==> src/rtl/delay_sched_pkg.sv <==
// Shared definitions for the delay-line scheduler: default sizes, data width
// and the scheduler FSM state encoding.
package delay_sched_pkg;

    localparam int DATA_W      = 8;
    localparam int NUM_REQ_DEF = 4;
    localparam int DEPTH_DEF   = 2;

    typedef enum logic [1:0] {
        ST_RUN   = 2'd0,
        ST_FLUSH = 2'd1,
        ST_DONE  = 2'd2
    } state_e;

endpackage

==> src/rtl/delay_line_scheduler_rr_arbiter.sv <==
// Combinational round-robin arbiter: the first asserted valid at or after
// ptr_i (wrapping modulo NUM_REQ) wins.
module rr_arbiter #(
    parameter int NUM_REQ = 4,
    parameter int ID_W    = $clog2(NUM_REQ)
) (
    input  logic [NUM_REQ-1:0] valid_i,
    input  logic [ID_W-1:0]    ptr_i,
    output logic [NUM_REQ-1:0] grant_o,
    output logic [ID_W-1:0]    grant_idx_o,
    output logic               any_grant_o
);

    int idx;

    always_comb begin
        grant_o     = '0;
        grant_idx_o = '0;
        any_grant_o = 1'b0;
        idx         = 0;
        for (int i = 0; i < NUM_REQ; i++) begin
            // Explicit wrap so non-power-of-two NUM_REQ works.
            idx = int'(ptr_i) + i;
            if (idx >= NUM_REQ) begin
                idx = idx - NUM_REQ;
            end
            if (!any_grant_o && valid_i[ID_W'(idx)]) begin
                any_grant_o             = 1'b1;
                grant_idx_o             = ID_W'(idx);
                grant_o[ID_W'(idx)]     = 1'b1;
            end
        end
    end

endmodule

==> src/rtl/delay_line_scheduler.sv <==
// Shares one free-running 8-bit delay line among NUM_REQ requesters and tracks
// which requester owns the bytes at the first and last delay-line stages.
module delay_line_scheduler
    import delay_sched_pkg::*;
#(
    parameter int NUM_REQ = NUM_REQ_DEF,
    parameter int DEPTH   = DEPTH_DEF,
    parameter int ID_W    = $clog2(NUM_REQ)
) (
    input  logic                      clk,
    input  logic                      rst,
    input  logic [NUM_REQ-1:0]        req_valid,
    input  logic [NUM_REQ*DATA_W-1:0] req_data,
    output logic [NUM_REQ-1:0]        req_ready,
    output logic [DATA_W-1:0]         shift_in,
    input  logic [DATA_W-1:0]         tap_a_in,
    input  logic [DATA_W-1:0]         tap_b_in,
    output logic                      a_valid,
    output logic [ID_W-1:0]           a_id,
    output logic [DATA_W-1:0]         a_data,
    output logic                      b_valid,
    output logic [ID_W-1:0]           b_id,
    output logic [DATA_W-1:0]         b_data,
    input  logic                      flush_req,
    output logic                      flush_done,
    output logic                      busy
);

    localparam int CNT_W = (DEPTH > 1) ? $clog2(DEPTH + 1) : 1;

    state_e            state_q, state_d;
    logic [ID_W-1:0]   ptr_q, ptr_d;
    logic [CNT_W-1:0]  cnt_q, cnt_d;
    logic [DEPTH-1:0]  vld_q;
    logic [ID_W-1:0]   id_q [DEPTH];

    logic [NUM_REQ-1:0] arb_gnt;
    logic [ID_W-1:0]    arb_idx;
    logic               arb_any;
    logic               grant_en;

    rr_arbiter #(
        .NUM_REQ (NUM_REQ),
        .ID_W    (ID_W)
    ) u_arb (
        .valid_i     (req_valid),
        .ptr_i       (ptr_q),
        .grant_o     (arb_gnt),
        .grant_idx_o (arb_idx),
        .any_grant_o (arb_any)
    );

    always_comb begin
        state_d  = state_q;
        cnt_d    = cnt_q;
        ptr_d    = ptr_q;
        grant_en = 1'b0;
        case (state_q)
            ST_RUN: begin
                // The RUN cycle that accepts the flush is itself the first
                // bubble, so FLUSH only covers the remaining DEPTH-1 stages.
                if (flush_req) begin
                    if (DEPTH == 1) begin
                        state_d = ST_DONE;
                    end else begin
                        state_d = ST_FLUSH;
                        cnt_d   = CNT_W'(DEPTH - 1);
                    end
                end else if (arb_any) begin
                    grant_en = 1'b1;
                    ptr_d    = (arb_idx == ID_W'(NUM_REQ - 1)) ? '0 : arb_idx + ID_W'(1);
                end
            end
            ST_FLUSH: begin
                cnt_d = cnt_q - CNT_W'(1);
                if (cnt_d == '0) begin
                    state_d = ST_DONE;
                end
            end
            ST_DONE: begin
                state_d = ST_RUN;
            end
            default: begin
                state_d = ST_RUN;
            end
        endcase
    end

    // Grant outputs are forced low while reset is held so an asynchronous
    // reset silences the requesters without waiting for a clock edge.
    always_comb begin
        req_ready = (grant_en && !rst) ? arb_gnt : '0;
        shift_in  = '0;
        for (int i = 0; i < NUM_REQ; i++) begin
            if (req_ready[i]) begin
                shift_in = req_data[i*DATA_W +: DATA_W];
            end
        end
    end

    always_ff @(posedge clk or posedge rst) begin
        if (rst) begin
            state_q <= ST_RUN;
            ptr_q   <= '0;
            cnt_q   <= '0;
        end else begin
            state_q <= state_d;
            ptr_q   <= ptr_d;
            cnt_q   <= cnt_d;
        end
    end

    // Valid/ID pipeline shifts every cycle in lockstep with the delay line.
    always_ff @(posedge clk or posedge rst) begin
        if (rst) begin
            vld_q <= '0;
            for (int k = 0; k < DEPTH; k++) begin
                id_q[k] <= '0;
            end
        end else begin
            for (int k = DEPTH - 1; k > 0; k--) begin
                vld_q[k] <= vld_q[k-1];
                id_q[k]  <= id_q[k-1];
            end
            vld_q[0] <= grant_en;
            id_q[0]  <= grant_en ? arb_idx : '0;
        end
    end

    assign a_valid    = vld_q[0];
    assign a_id       = id_q[0];
    assign b_valid    = vld_q[DEPTH-1];
    assign b_id       = id_q[DEPTH-1];
    assign a_data     = tap_a_in;
    assign b_data     = tap_b_in;
    assign flush_done = (state_q == ST_DONE);
    assign busy       = (|vld_q) || (state_q != ST_RUN);

endmodule

==> config.mk <==
export PLATFORM = sky130hd
export DESIGN_NAME = delay_line_scheduler
export DESIGN_NICKNAME = d
export VERILOG_FILES = /design/src/rtl/delay_sched_pkg.sv /design/src/rtl/delay_line_scheduler_rr_arbiter.sv /design/src/rtl/delay_line_scheduler.sv
export SDC_FILE = /design/constraint.sdc
export NUM_CORES = 1
export LEC_CHECK = 0
export CAP_MARGIN = 0
export CELL_PAD_IN_SITES_DETAIL_PLACEMENT = 0
export CELL_PAD_IN_SITES_GLOBAL_PLACEMENT = 1
export CORE_MARGIN = 2
export CORE_UTILIZATION = 23
export CTS_CLUSTER_DIAMETER = 60
export DETAILED_ROUTE_END_ITERATION = 12
export PLACE_DENSITY = 0.86
export SYNTH_ARGS = -nofsm -noshare
export SYNTH_HDL_FRONTEND = slang
export SYNTH_SLANG_ARGS = --single-unit
==> constraint.sdc <==
create_clock -name clk -period 3.8 [get_ports clk]
set_clock_uncertainty 0.15 [all_clocks]
set_input_delay 0.95 -clock clk [delete_from_list [all_inputs] [get_ports clk]]
set_output_delay 0.95 -clock clk [all_outputs]
set_load 0.01 [all_outputs]
Word level (Yosys, flattened, before mapping)

Index checks and enable logic that the tools add are counted.

Register bits: 12
Input bits: 55
Output and inout bits: 36
Word-level logic and storage cells: 107

$add $sub $neg: 9
Magnitude comparators: 12
Equality and inequality tests: 5
Muxes and demuxes: 50
Bitwise operators: 4
Reduce and logical (&&, ||, !) cells: 21

Operators with widths:

| operator                                                          | number |
|---|---|
| two-way mux 8 bit                                                 | 4 |
| two-way mux 2 bit                                                 | 12 |
| two-way mux 4 bit                                                 | 5 |
| two-way mux 1 bit                                                 | 19 |
| less-than comparator 2 x 4 -> 1 bit, second input constant        | 4 |
| bitwise OR 4 bit                                                  | 3 |
| subtractor 2 x 1 -> 2 bit, second input constant                  | 5 |
| greater-or-equal comparator 3 bit, second input constant          | 3 |
| binary-select mux 1 bit (select 2 bit)                            | 4 |
| demux 1 bit (select 2 bit)                                        | 4 |
| greater-or-equal comparator 2 x 1 -> 1 bit, second input constant | 4 |
| logical AND 1 bit                                                 | 8 |
| one-hot mux 2 bit (2 select lines)                                | 2 |
| adder 2 x 2 -> 3 bit, second input constant                       | 2 |
| equality test 2 bit, second input constant                        | 2 |
| logical NOT 1 bit                                                 | 4 |
| logical NOT 2 bit                                                 | 2 |
| inequality test 2 bit, second input constant                      | 2 |
| AND reduction 2 bit                                               | 2 |
| nonzero test 2 bit                                                | 2 |
| adder 2 x 1 -> 3 bit, second input constant                       | 1 |
| greater-or-equal comparator 2 x 3 -> 1 bit, second input constant | 1 |
| AND reduction 3 bit                                               | 1 |
| adder 2 x 1 -> 2 bit, second input constant                       | 1 |
| other kinds (4)                                                   | 4 |

Depth between registers and ports, before layout

Gate-level depths: netlist of run 1.

Depth after elaboration: 24
Depth in mapped cells: 11
Mapped depth without buffers: 9

By module

Synthesis of run 1 repeated with hierarchy kept, for this count alone.

Cells, all modules: 163
Area total of the unflattened synthesis: 1356.3 sq um

By module, submodules not included:

| module               | times used | cells each | area an instance (sq um) | seq. area each (sq um) |
|---|---|---|---|---|
| delay_line_scheduler | 1          | 85         | 823.3                    | 300.3 |
| rr_arbiter           | 1          | 78         | 533.0                    | 0.0 |

Least setup slack after synthesis of run 1

No wires, ideal clock.

Kind: register to output
Start: reg ptr_q[1]
End: out shift_in[0]
Arrival time: 3.120 ns
Data required time: 2.700 ns
Setup slack: -0.420 ns
Stages on the path, launching flop included: 12
Buffers on the path: 2
Cells stage by stage: dfrtp_1 clkbuf_1 inv_1 ha_1 mux4_2 o41ai_4 or2b_4 a21o_4 inv_2 or2_1 buf_6 o311a_1

RTL lines:

| element                                                       | line                        | source |
|---|---|---|
| from (decl)                                                   | delay_line_scheduler.sv:32  | `logic [ID_W-1:0] ptr_q, ptr_d;` |
| from (signal assigned)                                        | delay_line_scheduler.sv:108 | `ptr_q <= ptr_d;` |
| branches (longest 19 deep; another with adder 2 x 1 -> 3 bit) | --                          |  |
| two-way mux 4 bit (*)                                         | delay_line_scheduler.sv:92  | `req_ready = (grant_en && !rst) ? arb_gnt : '0;` |
| via req_ready[2]                                              | delay_line_scheduler.sv:14  | `output logic [NUM_REQ-1:0] req_ready,` |
| two-way mux 8 bit (*) (2 in series)                           | delay_line_scheduler.sv:95  | `if (req_ready[i]) begin` |
| to (decl)                                                     | delay_line_scheduler.sv:15  | `output logic [DATA_W-1:0] shift_in,` |

Mark *: on every way through the listed nets, which the timed path passes. The select of a mux whose other input is x is not followed.

Worst setup path in the final report of run 1

Start: in req_valid[1]
End: out shift_in[1]

Word-level cells in the longest chain between the ends: 22

RTL lines:

| element                                               | line                                  | source |
|---|---|---|
| from (decl)                                           | delay_line_scheduler.sv:12            | `input logic [NUM_REQ-1:0] req_valid,` |
| binary-select mux 1 bit (select 2 bit)                | delay_line_scheduler_rr_arbiter.sv:27 | `if (!any_grant_o && valid_i[ID_W'(idx)]) begin` |
| two-way mux 1 bit (implied by the code) (2 in series) | delay_line_scheduler_rr_arbiter.sv:27 |  |
| two-way mux 1 bit                                     | delay_line_scheduler_rr_arbiter.sv:27 |  |
| logical NOT 1 bit                                     | delay_line_scheduler_rr_arbiter.sv:27 |  |
| logical AND 1 bit                                     | delay_line_scheduler_rr_arbiter.sv:27 |  |
| two-way mux 1 bit                                     | delay_line_scheduler_rr_arbiter.sv:27 |  |
| logical NOT 1 bit                                     | delay_line_scheduler_rr_arbiter.sv:27 |  |
| logical AND 1 bit                                     | delay_line_scheduler_rr_arbiter.sv:27 |  |
| [... 3 more ...]                                      | --                                    |  |
| two-way mux 1 bit                                     | delay_line_scheduler_rr_arbiter.sv:27 |  |
| two-way mux 1 bit                                     | delay_line_scheduler.sv:69            | `end else if (arb_any) begin` |
| two-way mux 1 bit                                     | delay_line_scheduler.sv:62            | `if (flush_req) begin` |
| two-way mux 1 bit                                     | delay_line_scheduler.sv:58            | `case (state_q)` |
| logical AND 1 bit                                     | delay_line_scheduler.sv:92            |  |
| two-way mux 4 bit (*)                                 | delay_line_scheduler.sv:92            |  |
| two-way mux 8 bit (3 in series)                       | delay_line_scheduler.sv:95            |  |
| two-way mux 8 bit (*)                                 | delay_line_scheduler.sv:95            |  |

Every way passes the cells marked *; elsewhere a longest branch is shown, timed or not. The select of a mux whose other input is x is not followed.

==> summary.txt, run 1 <==
Synth
  • Cell variety after synth: 44
  • FF+latch count, synth: 12
  • Synthesized area: 1460 sq um
  • Async set-reset flop share out of synthesis: 1.00
  • Yosys warning count: 0
  • Register area share after synthesis: 0.206
  • Post-synth top flop: dfrtp_1
  • Avg Synthesized Cell Area: 8.49 sq um
  • Synthesized Nets: 236
  • EDFF count, synth: 0
  • Mapped Cells: 172

Worst setup path
  • CP Capture Type: output port
  • Setup crit start kind: primary input
  • Crit-path leading delay family: compound AO/OA/AOI/OAI gates
  • Worst path required time: 2.70 ns
  • Crit path DAT: 3.09 ns
  • Slowest stage delay, CP: roughly 0.56 ns
  • R2R setup slack: 1.16 ns
  • Crit-path cells: buf_8 > mux4_2 > o41ai_4 > or2b_4 > a21o_4 > inv_4 > or2_4 > o311a_4 > buf_6
  • Worst setup path class: in2out
  • Worst Path Buf+Inv: 3
  • CP Max Fanout: 7
  • Max stage delay cell, worst path: mux4_2

Floorplan
  • Core Rows: 29
  • Die Span Y: 83.7 um
  • Top Ports: just over 90
  • Total die area: 7000 sq um
  • Die Width: 83.7 um
  • Core Region: approximately 6200 sq um
  • Initial Util: 0.234

GRT
  • Vias in the first global route: 1619
  • GRT Util Overall: 0.137
  • Initial antenna violation count: 0
  • First-pass GRT wire length: 7940 um
  • Largest net degree at the start of global routing: 13
  • Total congestion overflow: 0

Timing
  • Slew @ Worst Pin: 0.456 ns
  • Final setup viols: 9
  • Final Hold Vio Count: 0
  • RSZ-0062 raised after global routing: true
  • Post-route setup slack: -0.391 ns
  • Max Clk Rate: 0.239 GHz
  • Fin crit period: 4.19 ns
  • Max-slew violation count: 0
  • Slew headroom: 0.687
  • Hold_ws: between 0.2 and 0.25 ns
  • Final setup TNS: -3.15 ns
  • Final period utilization: 1.10

Drt
  • Detail Route Antenna Nets: 0
  • Starting DRT DRC Count: 74
  • Drc violations: 0
  • DRT Pass-1 Iters: 4
  • Wire per inst: between 10 and 15 um
  • Vias per inst: slightly below 5
  • Via total after detailed routing: approximately 1600
  • Final wirelength: 4880 um

Final layout
  • Diodes inserted: 0
  • Final nets: 319
  • Share of layout cells above drive strength 1: 0.406
  • Fill cells: approximately 610
  • Util after Layout: 0.417
  • Layout area overhead: 78.1%

Clocking
  • Max Buffers Root-to-Sink: 2
  • Worst-path clk slew: approximately 0.05 ns
  • CTS hold repair buffers: 0
  • Max H-tree Level: 1
  • Clock tree from TritonCTS: yes
  • Skew-Pair Late Insertion Delay: 0.24 ns
  • Root Buffer: clkbuf_8
  • Num CTS Buffers: 3
  • Clock sinks: 12

Pwr
  • Switch share: 0.430
  • Leak: 1.10 nW
  • Worst vdd ir: 0.355 mV
  • Psw: 0.000781 W
  • Comb pwr share: 0.806
  • P per Cell Area: approximately 700 nW/um^2
  • Internal Power: 0.00104 W
  • Sequential Power Share: 0.119
  • Clock network fraction of design power: 0.075

Placement
  • GP Congestion: about 0.85
  • Hpwl dp: approximately 3600 um
  • IO Port Bufs: 58

Worst hold path
  • HP Class: reg2reg

Run status
  • Outcome: finished with violations
  • Failing checks: negative setup slack

Run
  • Max-cap violations: 0
cell type report:
type	count	area, sq um	area share
flip-flops and latches	12	300	0.115
repair buffers	98	895	0.344
well taps	77	96.3	0.0370
multi-input cells	126	1200	0.461
inverters	14	55.1	0.0212
clock buffers	4	55.1	0.0212
what timing repair did:
item	CTS	global route
setup endpoints to repair	12	12
pin swaps	9	11
buffers inserted	8	1
hold endpoints to repair	0	0
cloned	2	0
resized for setup	94	18
synth_stat cells, drive strengths merged (2+ instances only):
master / count / area share
a211oi: 2 / 0.010
buf: 20 / 0.10
nand3: 12 / 0.041
a31oi: 2 / 0.013
nand2: 4 / 0.010
o22ai: 2 / 0.013
a21oi: 3 / 0.010
a21o: 5 / 0.031
and2: 9 / 0.039
mux4: 4 / 0.062
nor2: 13 / 0.033
dfrtp: 12 / 0.21
mux2i: 2 / 0.014
nor4b: 2 / 0.012
a22oi: 2 / 0.010
inv: 14 / 0.036
nand2b: 8 / 0.034
nor2b: 5 / 0.021
or2: 2 / 0.0086
clkbuf: 2 / 0.0051
a221oi: 2 / 0.012
nor3b: 2 / 0.010
o311a: 7 / 0.048
nor3: 4 / 0.014
o21ai: 4 / 0.014
or3: 8 / 0.034
nand3b: 2 / 0.010
ha: 9 / 0.077
power by group through the flow:
stage / Combinational [W] / Sequential, W / Clock, W
floorplan: 0.000685 / 0.000239 / 0
global placement: 0.00119 / 0.000215 / 0
detailed placement: 0.00121 / 0.000218 / 0
CTS: 0.00139 / 0.000217 / 0.000140
global route: 0.00158 / 0.000225 / 0.000146
finish: 0.00147 / 0.000216 / 0.000136
placed cells by master (no fill, tap or decap), types with 3 or more instances in the layout:
cell type and n:
dfrtp_1 12, and2_4 4, ha_1 9, and2_1 5
nor2_1 12, mux4_2 5, clkbuf_8 4, nand3_2 4
clkdlybuf4s50_1 41, a21o_1 3, nand3_1 8, o311a_4 7
nand2_1 4, inv_1 12, o21ai_0 4, or3_1 7
buf_6 13, nor2b_1 5, buf_2 3, nand2b_1 8
buf_4 36
per-stage QoR:
stage / setup slack (ns) / area [sq um] / power [W] / instances
after global routing: -0.468 / 2600 / 0.00195 / 331
after detailed placement: -1.34 / 2310 / 0.00143 / 317
after global placement: -1.26 / 2310 / 0.00141 / 317
after CTS: -0.404 / 2550 / 0.00175 / 331
final: -0.391 / 2600 / 0.00182 / 331
after floorplan: -0.230 / 1550 / 0.000923 / 172
sequential cells by signal, indices dropped and copies added (netlist names), named ones only:
register / flops
ptr_q: 1
a_id: 2
state_q: 2
cnt_q: 2
vld_q: 2
b_id: 2
per-layer routing:
layer | global-route usage | up-vias | routed length [um]
met5 | 0 | - | 0
met4 | 0.0279 | 0 | 51
met3 | 0.0336 | 12 | 316
met2 | 0.233 | 56 | 2510
met1 | 0.175 | 791 | 2010
li1 | - | 773 | -
path summary, 6_finish.rpt:
path	start	cells after the start	to
worst min register to register	a_id[1]	0	b_id[1]
max in group asynchronous	rst	3	cnt_q[0]
min in group asynchronous	rst	3	ptr_q[1]
worst min-delay path	a_id[1]	0	b_id[1]
worst max-delay path	req_valid[1]	9	shift_in[1]
worst max register to register	flip-flop	9	ptr_q[1]
kinds of logic (layout without fill, tap and decap cells):
logic type | after synthesis | in the layout | share of synthesized area
buf+inv | 36 | 116 | 0.146
compound gates | 32 | 33 | 0.191
mux | 7 | 8 | 0.0831
flops | 12 | 12 | 0.206
xor+xnor | 2 | 2 | 0.0120
fa+ha+maj | 9 | 9 | 0.0771
simple gates | 74 | 74 | 0.285
(Power assumes the default switching activity.)
==> inputs of run 2 (changes only) <==
--- a/config.mk
+++ b/config.mk
@@ -9,10 +9,10 @@
 export CELL_PAD_IN_SITES_DETAIL_PLACEMENT = 0
 export CELL_PAD_IN_SITES_GLOBAL_PLACEMENT = 1
 export CORE_MARGIN = 2
-export CORE_UTILIZATION = 23
+export CORE_UTILIZATION = 28
 export CTS_CLUSTER_DIAMETER = 60
 export DETAILED_ROUTE_END_ITERATION = 12
-export PLACE_DENSITY = 0.86
+export PLACE_DENSITY = 0.95
 export SYNTH_ARGS = -nofsm -noshare
 export SYNTH_HDL_FRONTEND = slang
 export SYNTH_SLANG_ARGS = --single-unit
==> constraint.sdc (replaced) <==
create_clock -name clk -period 5.2 [get_ports clk]
set_clock_uncertainty 0.15 [all_clocks]
set_input_delay 1.3 -clock clk [delete_from_list [all_inputs] [get_ports clk]]
set_output_delay 1.3 -clock clk [all_outputs]
set_load 0.01 [all_outputs]
==> run 2 against run 1 <==
Worst setup slack improved by 0.59 ns. Design area fell by 10%. Global-route usage rose by 0.91 points. Clock power fell by 25%. Critical path type unchanged. Power fell by 38%. Combinational power fell by 42%. Critical endpoint is now shift_in[2]. Critical path depth rose by 2. The run now ends clean.
==> summary.txt, run 2 (synthesis gave the netlist of run 1 again) <==
Drt
  • Drc violations: 0
  • DRT Pass-1 Iters: 4
  • Detail Route Antenna Nets: 0
  • Wire per inst: 13.4 um
  • Via total after detailed routing: between 1500 and 2000
  • Final wirelength: 4280 um
  • Vias per inst: 4.74
  • Starting DRT DRC Count: 38

Pwr
  • Leak: 1.03 nW
  • Clock network fraction of design power: 0.091
  • Comb pwr share: 0.763
  • Final Total Pwr: 0.00112 W
  • Worst vdd ir: 0.219 mV
  • Sequential Power Share: 0.146
  • Switch share: 0.443
  • Internal Power: about 0.00062 W
  • P per Cell Area: 481 nW/um^2
  • Psw: 0.000497 W

Timing
  • Final Hold Vio Count: 0
  • Post-route setup slack: 0.200 ns
  • Final setup viols: 0
  • Fin crit period: 5.00 ns
  • Slew @ Worst Pin: 0.410 ns
  • Max-slew violation count: 0
  • Max Clk Rate: approximately 0.2 GHz
  • RSZ-0062 raised after global routing: false
  • Slew headroom: 0.719
  • Final period utilization: 0.962

Worst setup path
  • Crit-path cells: clkbuf_2 > buf_4 > mux4_2 > o41ai_4 > or2b_4 > buf_4 > a21oi_1 > buf_4 > and2_1 > o311a_1 > buf_2
  • Crit-path leading delay family: compound AO/OA/AOI/OAI gates
  • Setup crit start kind: primary input
  • Critical path's most frequent cell: buf_4
  • Worst path required time: 3.75 ns
  • Slowest stage delay, CP: 0.50 ns
  • CP Max Fanout: 8
  • Max stage delay cell, worst path: mux4_2
  • Worst Path Buf+Inv: 5
  • Worst setup path class: in2out
  • Crit path DAT: around 3.6 ns
  • CP Capture Type: output port

Final layout
  • Final cell count without fillers: between 300 and 400
  • Diodes inserted: 0
  • Share of layout cells above drive strength 1: 0.312
  • Commonest non-fill, non-tap cell in the layout: clkdlybuf4s50_1
  • Final Cell Area: 2330 sq um
  • Fill cells: just under 500
  • Util after Layout: 0.459
  • Final nets: 315
  • FF+latch area: 300 sq um
  • Commonest cells after routing, fill and taps aside: clkdlybuf4s50_1 (46), buf_4 (36), inv_1 (13), nor2_1 (12), dfrtp_1 (12)
  • Area of the multi-input gates: about 1000 sq um
  • Layout area overhead: 59.5%

Run
  • Max-cap violations: 0

Placement
  • Placed instance area: 2220 sq um
  • Hpwl dp: a little over 3000 um
  • IO Port Bufs: 58
  • Placed instance count: a little over 300
  • Placement Setup Slack: -0.614 ns
  • GP Congestion: 0.836

GRT
  • Vias in the first global route: 1532
  • Initial antenna violation count: 0
  • Largest net degree at the start of global routing: 14
  • GRT Util Overall: 0.146
  • First-pass GRT wire length: 7130 um
  • Total congestion overflow: 0

Run status
  • Outcome: finished, final reports clean

Floorplan
  • Top Ports: a little over 90
  • Die Width: 76.2 um
  • Core Region: 5070 sq um
  • Die Span Y: 76.2 um
  • Total die area: 5810 sq um
  • Core Rows: 26
  • Initial Util: 0.288

Clocking
  • Num CTS Buffers: 3
  • Root Buffer: clkbuf_8
  • Worst-path clk slew: 0.05 ns
  • Clock sinks: 12
  • Clock tree from TritonCTS: yes
  • Skew-Pair Late Insertion Delay: 0.24 ns
  • Max H-tree Level: 1
  • Max Buffers Root-to-Sink: 2

Worst hold path
  • HP Class: reg2reg
## run 2: path summary, 6_finish.rpt
path | startpoint | to | slack, ns | cells after the start
min in group asynchronous | rst | ptr_q[1] | 1.23 | 3
worst max register to register | flip-flop | ptr_q[1] | 2.61 | 8
worst max-delay path | req_valid[3] | shift_in[2] | 0.20 | 11
worst min register to register | a_id[1] | b_id[1] | 0.23 | 0
max in group asynchronous | rst | b_id[0] | 3.52 | 3
worst min-delay path | a_id[1] | b_id[1] | 0.23 | 0
## run 2: timing repair
action	in CTS	in global routing
resized for setup	47	14
buffers inserted	3	2
endpoints found under the hold margin	0	0
hold buffers	0	0
endpoints found under the setup margin	12	10
pin swaps	2	3
## run 2: metal layers
| metal | up-vias | track usage | share of wire |
|---|---|---|---|
| met1 | 711 | 0.194 | 0.47 |
| met2 | 43 | 0.239 | 0.47 |
| met5 | - | 0 | 0 |
| met4 | 0 | 0.0345 | 0.0075 |
| li1 | 758 | - | - |
| met3 | 6 | 0.0344 | 0.054 |
## run 2: final cells by class
cell class | count | area share
Multi-Input combinational cell | 124 | 0.438
Timing Repair Buffer | 96 | 0.349
Sequential cell | 12 | 0.129
Tap cell | 70 | 0.0376
Clock buffer | 4 | 0.0236
Inverter | 14 | 0.0226
## run 2: power groups by stage
stage / logic, W / registers (W) / clock network, W
after detailed placement: 0.000787 / 0.000166 / 0
after global placement: 0.000776 / 0.000162 / 0
after CTS: 0.000814 / 0.000164 / 0.000104
final: 0.000855 / 0.000164 / 0.000102
after global routing: 0.000930 / 0.000170 / 0.000109
after floorplan: 0.000471 / 0.000175 / 0
## run 2: stage by stage
step	hold WS, ns	setup TNS [ns]
2_1_floorplan	0.266	0
3_3_place_gp	0.209	-4.92
3_5_place_dp	0.215	-5.31
4_1_cts	0.230	0
5_1_grt	0.244	0
6_report	0.228	0
## run 2: worst reg2reg max path: stages (launching register included)
cell,delay (ns)
dfrtp_1,0.34
inv_1,0.11
ha_1,0.50
mux4_2,0.41
buf_4,0.21
o311ai_0,0.34
a22oi_1,0.15
xor2_1,0.16
o21ai_0,0.14
